**src/rtl/fht_but_array.sv**
```systemverilog
// FHT butterfly array: pairs a two-beat bank read into NB butterflies, then
// rotates, adds/subtracts, optionally halves, saturates and reorders the results.
module fht_but_array #(
  parameter int unsigned NB    = 2,
  parameter int unsigned D_BIT = 17,
  parameter int unsigned W_BIT = 12
) (
  input  logic                    iCLK,
  input  logic                    iRESET,
  input  logic                    iVALID,
  input  logic                    iBEAT,
  input  logic                    iST_ZERO,
  input  logic                    iST_LAST,
  input  logic                    i2ND_PART_SUBSEC,
  input  logic                    iSCALE,
  input  logic                    iCLR_OVF,
  input  logic [2*NB*D_BIT-1:0]   iBANK,
  input  logic [NB*W_BIT-1:0]     iCOS,
  input  logic [NB*W_BIT-1:0]     iSIN,
  output logic [2*NB*D_BIT-1:0]   oY,
  output logic                    oVALID,
  output logic                    oOVF,
  output logic                    oERR
);

  localparam int unsigned NL = 2 * NB;
  localparam int unsigned BW = NL * D_BIT;
  localparam int unsigned PW = D_BIT + W_BIT + 1;
  localparam int unsigned SH = W_BIT - 2;
  localparam int unsigned TW = D_BIT + 2;
  localparam int unsigned RW = D_BIT + 3;

  localparam logic signed [PW-1:0] RND   = PW'(2 ** (W_BIT - 3));
  localparam logic signed [RW-1:0] Y_MAX = RW'(2 ** (D_BIT - 1) - 1);
  localparam logic signed [RW-1:0] Y_MIN = -RW'(2 ** (D_BIT - 1));

  logic                    beat_a_c, beat_b_c, cap_c;

  logic                    pending;
  logic signed [D_BIT-1:0] a_x2 [NB];
  logic signed [D_BIT-1:0] a_x3 [NB];

  logic                    s0_vld, s0_zero, s0_last, s0_2nd, s0_scale;
  logic signed [D_BIT-1:0] s0_x1 [NB];
  logic signed [D_BIT-1:0] s0_x2 [NB];
  logic signed [D_BIT-1:0] s0_x3 [NB];
  logic signed [W_BIT-1:0] s0_cos [NB];
  logic signed [W_BIT-1:0] s0_sin [NB];

  logic signed [PW-1:0]    acc_c [NB];
  logic signed [TW-1:0]    t_c [NB];

  logic                    s1_vld, s1_last, s1_2nd, s1_scale;
  logic signed [D_BIT-1:0] s1_x1 [NB];
  logic signed [TW-1:0]    s1_t [NB];

  logic signed [RW-1:0]    sum0_c [NB];
  logic signed [RW-1:0]    sum1_c [NB];
  logic signed [D_BIT-1:0] y0_c [NB];
  logic signed [D_BIT-1:0] y1_c [NB];
  logic                    sat_c;

  logic                    s2_vld, s2_last, s2_2nd, s2_sat;
  logic signed [D_BIT-1:0] s2_y0 [NB];
  logic signed [D_BIT-1:0] s2_y1 [NB];

  logic [BW-1:0]           mix_c;

  function automatic logic signed [D_BIT-1:0] clip(input logic signed [RW-1:0] v);
    if (v > Y_MAX) return D_BIT'(Y_MAX);
    if (v < Y_MIN) return D_BIT'(Y_MIN);
    return D_BIT'(v);
  endfunction

  function automatic logic clipped(input logic signed [RW-1:0] v);
    return (v > Y_MAX) || (v < Y_MIN);
  endfunction

  assign beat_a_c = iVALID & ~iBEAT;
  assign beat_b_c = iVALID &  iBEAT;
  assign cap_c    = beat_b_c & pending;

  // Beat A holding registers and pairing flag; a lone beat B is reported, not used
  always_ff @(posedge iCLK or negedge iRESET) begin
    if (!iRESET) begin
      pending <= 1'b0;
      oERR    <= 1'b0;
      a_x2    <= '{default: '0};
      a_x3    <= '{default: '0};
    end else begin
      oERR <= beat_b_c & ~pending;
      if (beat_a_c) begin
        pending <= 1'b1;
        for (int unsigned k = 0; k < NB; k++) begin
          a_x2[k] <= $signed(iBANK[2*k*D_BIT +: D_BIT]);
          a_x3[k] <= $signed(iBANK[(2*k+1)*D_BIT +: D_BIT]);
        end
      end else if (beat_b_c) begin
        pending <= 1'b0;
      end
    end
  end

  // Stage 0: beat B capture together with its twiddles and mode flags
  always_ff @(posedge iCLK or negedge iRESET) begin
    if (!iRESET) begin
      s0_vld   <= 1'b0;
      s0_zero  <= 1'b0;
      s0_last  <= 1'b0;
      s0_2nd   <= 1'b0;
      s0_scale <= 1'b0;
      s0_x1    <= '{default: '0};
      s0_x2    <= '{default: '0};
      s0_x3    <= '{default: '0};
      s0_cos   <= '{default: '0};
      s0_sin   <= '{default: '0};
    end else begin
      s0_vld <= cap_c;
      if (cap_c) begin
        s0_zero  <= iST_ZERO;
        s0_last  <= iST_LAST;
        s0_2nd   <= i2ND_PART_SUBSEC;
        s0_scale <= iSCALE;
        for (int unsigned k = 0; k < NB; k++) begin
          s0_x1[k]  <= $signed(iBANK[2*k*D_BIT +: D_BIT]);
          s0_x2[k]  <= a_x2[k];
          s0_x3[k]  <= a_x3[k];
          s0_cos[k] <= $signed(iCOS[k*W_BIT +: W_BIT]);
          s0_sin[k] <= $signed(iSIN[k*W_BIT +: W_BIT]);
        end
      end
    end
  end

  // Rotation term, rounded to nearest before dropping the twiddle fraction
  always_comb begin
    acc_c = '{default: '0};
    t_c   = '{default: '0};
    for (int unsigned k = 0; k < NB; k++) begin
      acc_c[k] = PW'(s0_x2[k]) * PW'(s0_cos[k]) + PW'(s0_x3[k]) * PW'(s0_sin[k]) + RND;
      t_c[k]   = s0_zero ? TW'(s0_x2[k]) : TW'(acc_c[k] >>> SH);
    end
  end

  always_ff @(posedge iCLK or negedge iRESET) begin
    if (!iRESET) begin
      s1_vld   <= 1'b0;
      s1_last  <= 1'b0;
      s1_2nd   <= 1'b0;
      s1_scale <= 1'b0;
      s1_x1    <= '{default: '0};
      s1_t     <= '{default: '0};
    end else begin
      s1_vld <= s0_vld;
      if (s0_vld) begin
        s1_last  <= s0_last;
        s1_2nd   <= s0_2nd;
        s1_scale <= s0_scale;
        s1_x1    <= s0_x1;
        s1_t     <= t_c;
      end
    end
  end

  // One bit of headroom above the sum width keeps the +1 of the halving exact
  always_comb begin
    sum0_c = '{default: '0};
    sum1_c = '{default: '0};
    y0_c   = '{default: '0};
    y1_c   = '{default: '0};
    sat_c  = 1'b0;
    for (int unsigned k = 0; k < NB; k++) begin
      sum0_c[k] = RW'(s1_x1[k]) + RW'(s1_t[k]);
      sum1_c[k] = RW'(s1_x1[k]) - RW'(s1_t[k]);
      if (s1_scale) begin
        sum0_c[k] = (sum0_c[k] + RW'(1)) >>> 1;
        sum1_c[k] = (sum1_c[k] + RW'(1)) >>> 1;
      end
      y0_c[k] = clip(sum0_c[k]);
      y1_c[k] = clip(sum1_c[k]);
      sat_c   = sat_c | clipped(sum0_c[k]) | clipped(sum1_c[k]);
    end
  end

  always_ff @(posedge iCLK or negedge iRESET) begin
    if (!iRESET) begin
      s2_vld  <= 1'b0;
      s2_last <= 1'b0;
      s2_2nd  <= 1'b0;
      s2_sat  <= 1'b0;
      s2_y0   <= '{default: '0};
      s2_y1   <= '{default: '0};
    end else begin
      s2_vld <= s1_vld;
      if (s1_vld) begin
        s2_last <= s1_last;
        s2_2nd  <= s1_2nd;
        s2_sat  <= sat_c;
        s2_y0   <= y0_c;
        s2_y1   <= y1_c;
      end
    end
  end

  // Write-back lane order: interleaved on the last stage, else split halves
  always_comb begin
    mix_c = '0;
    for (int unsigned j = 0; j < NB; j++) begin
      if (s2_last) begin
        mix_c[2*j*D_BIT +: D_BIT]     = s2_y0[j];
        mix_c[(2*j+1)*D_BIT +: D_BIT] = s2_y1[j];
      end else if (s2_2nd) begin
        mix_c[j*D_BIT +: D_BIT]       = s2_y0[NB-1-j];
        mix_c[(NB+j)*D_BIT +: D_BIT]  = s2_y1[NB-1-j];
      end else begin
        mix_c[j*D_BIT +: D_BIT]       = s2_y0[j];
        mix_c[(NB+j)*D_BIT +: D_BIT]  = s2_y1[j];
      end
    end
  end

  // A saturation landing in the clearing cycle must not be lost
  always_ff @(posedge iCLK or negedge iRESET) begin
    if (!iRESET) begin
      oY     <= '0;
      oVALID <= 1'b0;
      oOVF   <= 1'b0;
    end else begin
      oVALID <= s2_vld;
      if (s2_vld) oY <= mix_c;
      if (s2_vld && s2_sat) oOVF <= 1'b1;
      else if (iCLR_OVF)    oOVF <= 1'b0;
    end
  end

endmodule
```
**config.mk**
```make
export PLATFORM = sky130hd
export DESIGN_NAME = fht_but_array
export DESIGN_NICKNAME = d
export VERILOG_FILES = /design/src/rtl/fht_but_array.sv
export SDC_FILE = /design/constraint.sdc
export NUM_CORES = 2
export LEC_CHECK = 0
export BUFFER_PORTS_ARGS = -buffer_cell sky130_fd_sc_hd__buf_2
export CAP_MARGIN = 20
export CELL_PAD_IN_SITES_DETAIL_PLACEMENT = 1
export CELL_PAD_IN_SITES_GLOBAL_PLACEMENT = 2
export CORE_MARGIN = 4
export CORE_UTILIZATION = 45
export CTS_BUF_LIST = sky130_fd_sc_hd__clkbuf_4 sky130_fd_sc_hd__clkbuf_8
export DETAILED_ROUTE_END_ITERATION = 12
export GPL_ROUTABILITY_DRIVEN = 0
export PLACE_DENSITY = 0.95
export SLEW_MARGIN = 20
export SYNTH_ARGS = -nofsm -noshare
export SYNTH_HDL_FRONTEND = slang
export SYNTH_SLANG_ARGS = --single-unit
export TNS_END_PERCENT = 100
```
**constraint.sdc**
```tcl
create_clock -name iCLK -period 11.3 [get_ports iCLK]
set_input_delay 1.13 -clock iCLK [delete_from_list [all_inputs] [get_ports iCLK]]
set_output_delay 1.13 -clock iCLK [all_outputs]
set_load 0.005 [all_outputs]
```
; ---- Yosys cells after proc, flatten, opt, wreduce, memory -nomap -nowiden
; Index checks and enable logic that the tools add are counted.
; Widths: inputs -> output; s select.
[word_totals]
ff_bits = 443
inputBits = 125
output_inout_bits = 71
[op_classes]
n_addsub = 12
multipliers = 4
order_cmp = 8
n_mux = 46
n_bitwise = 9
n_reduce_logical = 7
[op_table]
columns = op, count
row1 = $mux 17, 24
row2 = $mul 17x12->29, 4
row3 = $add 20x2->20 const B, 4
row4 = $gt 20x17->1 const B, 4
row5 = $lt 20x17->1 const B, 4
row6 = $mux 20, 4
row7 = $add 29x11->29 const B, 2
row8 = $add 29x29->29, 2
row9 = $add 17x19->20, 2
row10 = $sub 17x19->20, 2
row11 = $mux 19, 2
row12 = $mux 1, 16
row13 = $and 1x1->1, 4
row14 = $logic_or 1x1->1, 4
row15 = $reduce_bool 2->1, 2
row16 = $or 1x1->1, 3
row17 = $not 1->1, 2
row18 = $logic_and 1x1->1, 1

; ---- Longest topological paths before layout
[logic_depth]
ltp_word = 8
mapped_depth = 29
depth_no_buf = 28

; ---- Worst setup path before layout
; Ideal clock, no wire load.
[synth_timing]
kind = register -> register
startpoint = register s0_cos[16] (netlist bit)
endpoint = register s1_t[36] (netlist bit)
setup_time_ns = 0.138
arrival_time_ns = 6.970
required_time_ns = 11.162
setup_slack_ns = 4.192
path_stages_with_launch = 29
path_buffers = 2
cell_sequence = dfrtp_1 -> clkbuf_1 -> clkbuf_1 -> nand2_1 -> fa_1 -> inv_1 -> fa_1 -> inv_1 -> fa_1 -> inv_1 -> fa_1 -> fa_1 -> fa_1 -> inv_1 -> fa_1 -> inv_1 -> ha_1 -> a21oi_1 -> inv_1 -> a2111oi_0 -> o21ai_0 -> a21oi_1 -> o21ai_0 -> a31oi_1 -> a21oi_1 -> a21o_1 -> a21oi_1 -> xor2_1 -> o221ai_1
[synth_via]
elab_chain_len = 4
[synth_rtl]
columns = element, line
row1 = from (decl), 47  ; logic signed [W_BIT-1:0] s0_cos [NB];
row2 = "from (signal, indexed assignment)", 128  ; s0_cos[k] <= $signed(iCOS[k*W_BIT +: W_BIT]);
row3 = $mul 17x12->29, 140  ; acc_c[k] = PW'(s0_x2[k]) * PW'(s0_cos[k]) + PW'(s0_x3[k]) * PW'(s0_sin[k]) + RND;
row4 = $add 29x29->29, 140
row5 = $add 29x11->29, 140
row6 = $mux 19, 141  ; t_c[k] = s0_zero ? TW'(s0_x2[k]) : TW'(acc_c[k] >>> SH);
row7 = to (signal assigned), 160  ; s1_t <= t_c;
row8 = to (decl), 55  ; logic signed [TW-1:0] s1_t [NB];
; No other way between the ends.
; A chain may end at the register's enable or synchronous reset.

; ---- Worst setup path in the final report
[layout_timing]
startpoint = register s0_cos[15] (netlist bit)
endpoint = register s1_t[36] (netlist bit)
; Same word-level chain as after synthesis.

==> run metrics <==
Routed WL 152 mm; Final TNS setup 0 ns; first-pass GRT wire length 247 mm; final hold violations 0; register area share after synthesis 20.8%; syn avg cell area 9.10 um2; initial antenna violation count 8; Clock Latency Late Sink 0.77 ns; DRT Pass-1 Iters 5; Core Area 0.117 mm2; Die ar. 0.124 mm2; Mapped Area roughly 0.053 mm2; TritonCTS clock tree built; Synth Register Bits 443; Root Driver clkbuf_8; worst r2r path cells 25; CP peak stage delay 0.76 ns; CP arrival around 8.6 ns; vias in the first global route 44900; synth-to-layout area growth 7.36%; initial drt markers 2182; Top FF cell, synth dfrtp_1; I/O pin total 196; Worst-path clk slew ~0.060 ns; final slew viol count 0; FF-to-FF End s1_t[36]; Port-buffer cells 195; worst clock skew 0.0572 ns; gr usage total 25.3%; measured slew at the worst slew-check pin 0.988 ns; Final Setup Violations 0; Post-CTS Setup Inserts 0; post-CTS sizing 0; vias 40200; Most common cell on crit path fa_1; WS Path Type register to register; outcome complete, no violations; R2R Setup Slk 3.27 ns; post-route ant nets 0; non-filler cells, final approximately 7400; drt wl/cell approximately 20 um; RSZ-0062 raised after global routing false; FILL cells ~13000; worst-path maximum fanout 18; fin crit share 71.1%; Post-Place Cells about 7300; YS warnings 0; Tmin final between 8 and 9 ns; Site Rows 125; clk sinks between 400 and 500; end of the critical path s1_t[36]; H-Tree Depth 3; DRC viols 0; highest clock rate 125 MHz; CP Capture Type register; fraction of layout cells with a size suffix above 1 9.30%; Vias/cell 5.41; max-capacitance violation count 0; CP Launch Point s0_cos[15]; EDFF count, synth 0; Final HPWL DP 122 mm; initial core utilization 45.5%; cts hold-fix bufs 0; Num CTS Buffers 82; Final Util 48.9%; die height 352 um; largest net degree at the start of global routing 143; hold_ws 0.388 ns; Final nets 7083; Synth cell types 89; die width 352 um; critical path required time approximately 12 ns; Syn Nets 7081; Critical-path top delay cell dfrtp_1; Gate Count Post-Synth 5842; gr ovfl total 0; Async S/R FF share, synth 100%; CTS Buffer Depth 3; reg-to-reg critical path startpoint s0_cos[15]; Rel. slew slack 32.4%; HP Class input pin to asynchronous set/reset pin; Startpoint Class register
[synth_stat cells (13+ instances only)]
| master | count | area [um2] |
|---|---|---|
| nand3_1 | 53 | 265 |
| and3_1 | 13 | 81.3 |
| mux2_2 | 143 | 1610 |
| dfrtp_1 | 443 | 11100 |
| nor2b_1 | 29 | 181 |
| buf_1 | 17 | 63.8 |
| o22a_1 | 17 | 149 |
| nand2b_1 | 56 | 350 |
| a21oi_1 | 202 | 1010 |
| mux2i_1 | 72 | 721 |
| o21bai_1 | 13 | 97.6 |
| nor3_1 | 49 | 245 |
| nand2_1 | 1064 | 3990 |
| ha_1 | 266 | 3330 |
| fa_1 | 848 | 17000 |
| xor2_1 | 41 | 359 |
| nor2_1 | 218 | 818 |
| xnor2_1 | 111 | 972 |
| o21ai_0 | 191 | 956 |
| a31oi_1 | 25 | 156 |
| or2_2 | 15 | 93.8 |
| a21o_1 | 36 | 270 |
| o21a_1 | 19 | 143 |
| o211ai_1 | 24 | 180 |
| or3_1 | 30 | 188 |
| a211oi_1 | 18 | 135 |
| and2_1 | 347 | 2170 |
| o31ai_1 | 17 | 128 |
| clkbuf_1 | 271 | 1020 |
| inv_1 | 987 | 3700 |
[layer usage]
| layer | track usage [%] | wire [um] | up-vias |
|---|---|---|---|
| li1 | - | - | 18100 |
| met1 | 33.8 | 65500 | 21000 |
| met2 | 43.1 | 75600 | 814 |
| met3 | 3.39 | 6880 | 232 |
| met4 | 7.49 | 4340 | 2 |
| met5 | 0 | 13 | - |
[worst max-delay path, delay by kind of cell, from the launching register on]
kind	cells	cell delay [ns]
adders and majority gates	8	3.85
DFF	1	0.76
and+or+nand+nor	1	0.24
AOI/OAI and AO/OA	10	2.53
xor gates and xnor gates	1	0.16
buffers and inverters	5	0.29
[per-stage QoR]
step | setup slack [ns] | instance area, um2
2_1_floorplan | 4.19 | 53200
3_3_place_gp | 3.52 | 55200
3_5_place_dp | 3.27 | 55200
4_1_cts | 3.21 | 57100
5_1_grt | 2.80 | 57100
6_report | 3.27 | 57100
[worst min path at each step]
stage | from | endpoint | slack, ns
floorplan | s0_vld | s1_vld | 0.37
global placement | a_x3[14] | s0_x3[14] | 0.44
detailed placement | a_x3[31] | s0_x3[31] | 0.46
CTS | iRESET | oY[2] | 0.38
global route | iRESET | oY[8] | 0.46
finish | iRESET | oY[2] | 0.39
[state kept, by name, summed over array words and instances, names as in the netlist, 34 cells and up]
| signal | cells |
|---|---|
| s2_y1 | 34 |
| a_x3 | 34 |
| oY | 68 |
| s1_t | 38 |
| s0_x1 | 34 |
| s0_x2 | 34 |
| s0_x3 | 34 |
| s1_x1 | 34 |
| a_x2 | 34 |
| s2_y0 | 34 |
[cells by family (layout without fill, tap and decap cells)]
family	after synthesis	after routing	share of synthesized area, %
adder cells (fa/ha/maj)	1114	1114	38.2
AND/OR/NAND/NOR	1944	1944	16.9
buffers and inverters	1290	1352	9.14
multiplexers	215	215	4.38
flip-flops	443	443	20.8
other	0	5	0
XOR/XNOR	152	152	2.50
AO/OA/AOI/OAI	684	684	8.10
[layout by cell type (no fill, tap or decap), drive strengths merged, types with 18 or more instances in the layout]
master / instances
a211oi: 18
a21o: 36
a21oi: 202
a31oi: 26
and2: 349
buf: 218
clkbuf: 120
dfrtp: 443
fa: 848
ha: 266
inv: 994
mux2: 143
mux2i: 72
nand2: 1064
nand2b: 57
nand3: 53
nor2: 218
nor2b: 29
nor3: 50
o211ai: 24
o21a: 19
o21ai: 193
or3: 30
xnor2: 111
xor2: 41
[layout make-up]
type	count	area (um2)	share of cell area [%]
inverters	990	3720	6.52
diodes	5	12.5	0.0219
repair buffers	218	1180	2.07
flip-flops and latches	443	11100	19.4
multi-input cells	4109	37300	65.3
well taps	1524	1910	3.34
clock buffers	120	1490	2.61
clock inverters	24	423	0.741
Power is not shown: default switching activity piles up to over one toggle a cycle in this logic, so the estimate is an artifact.
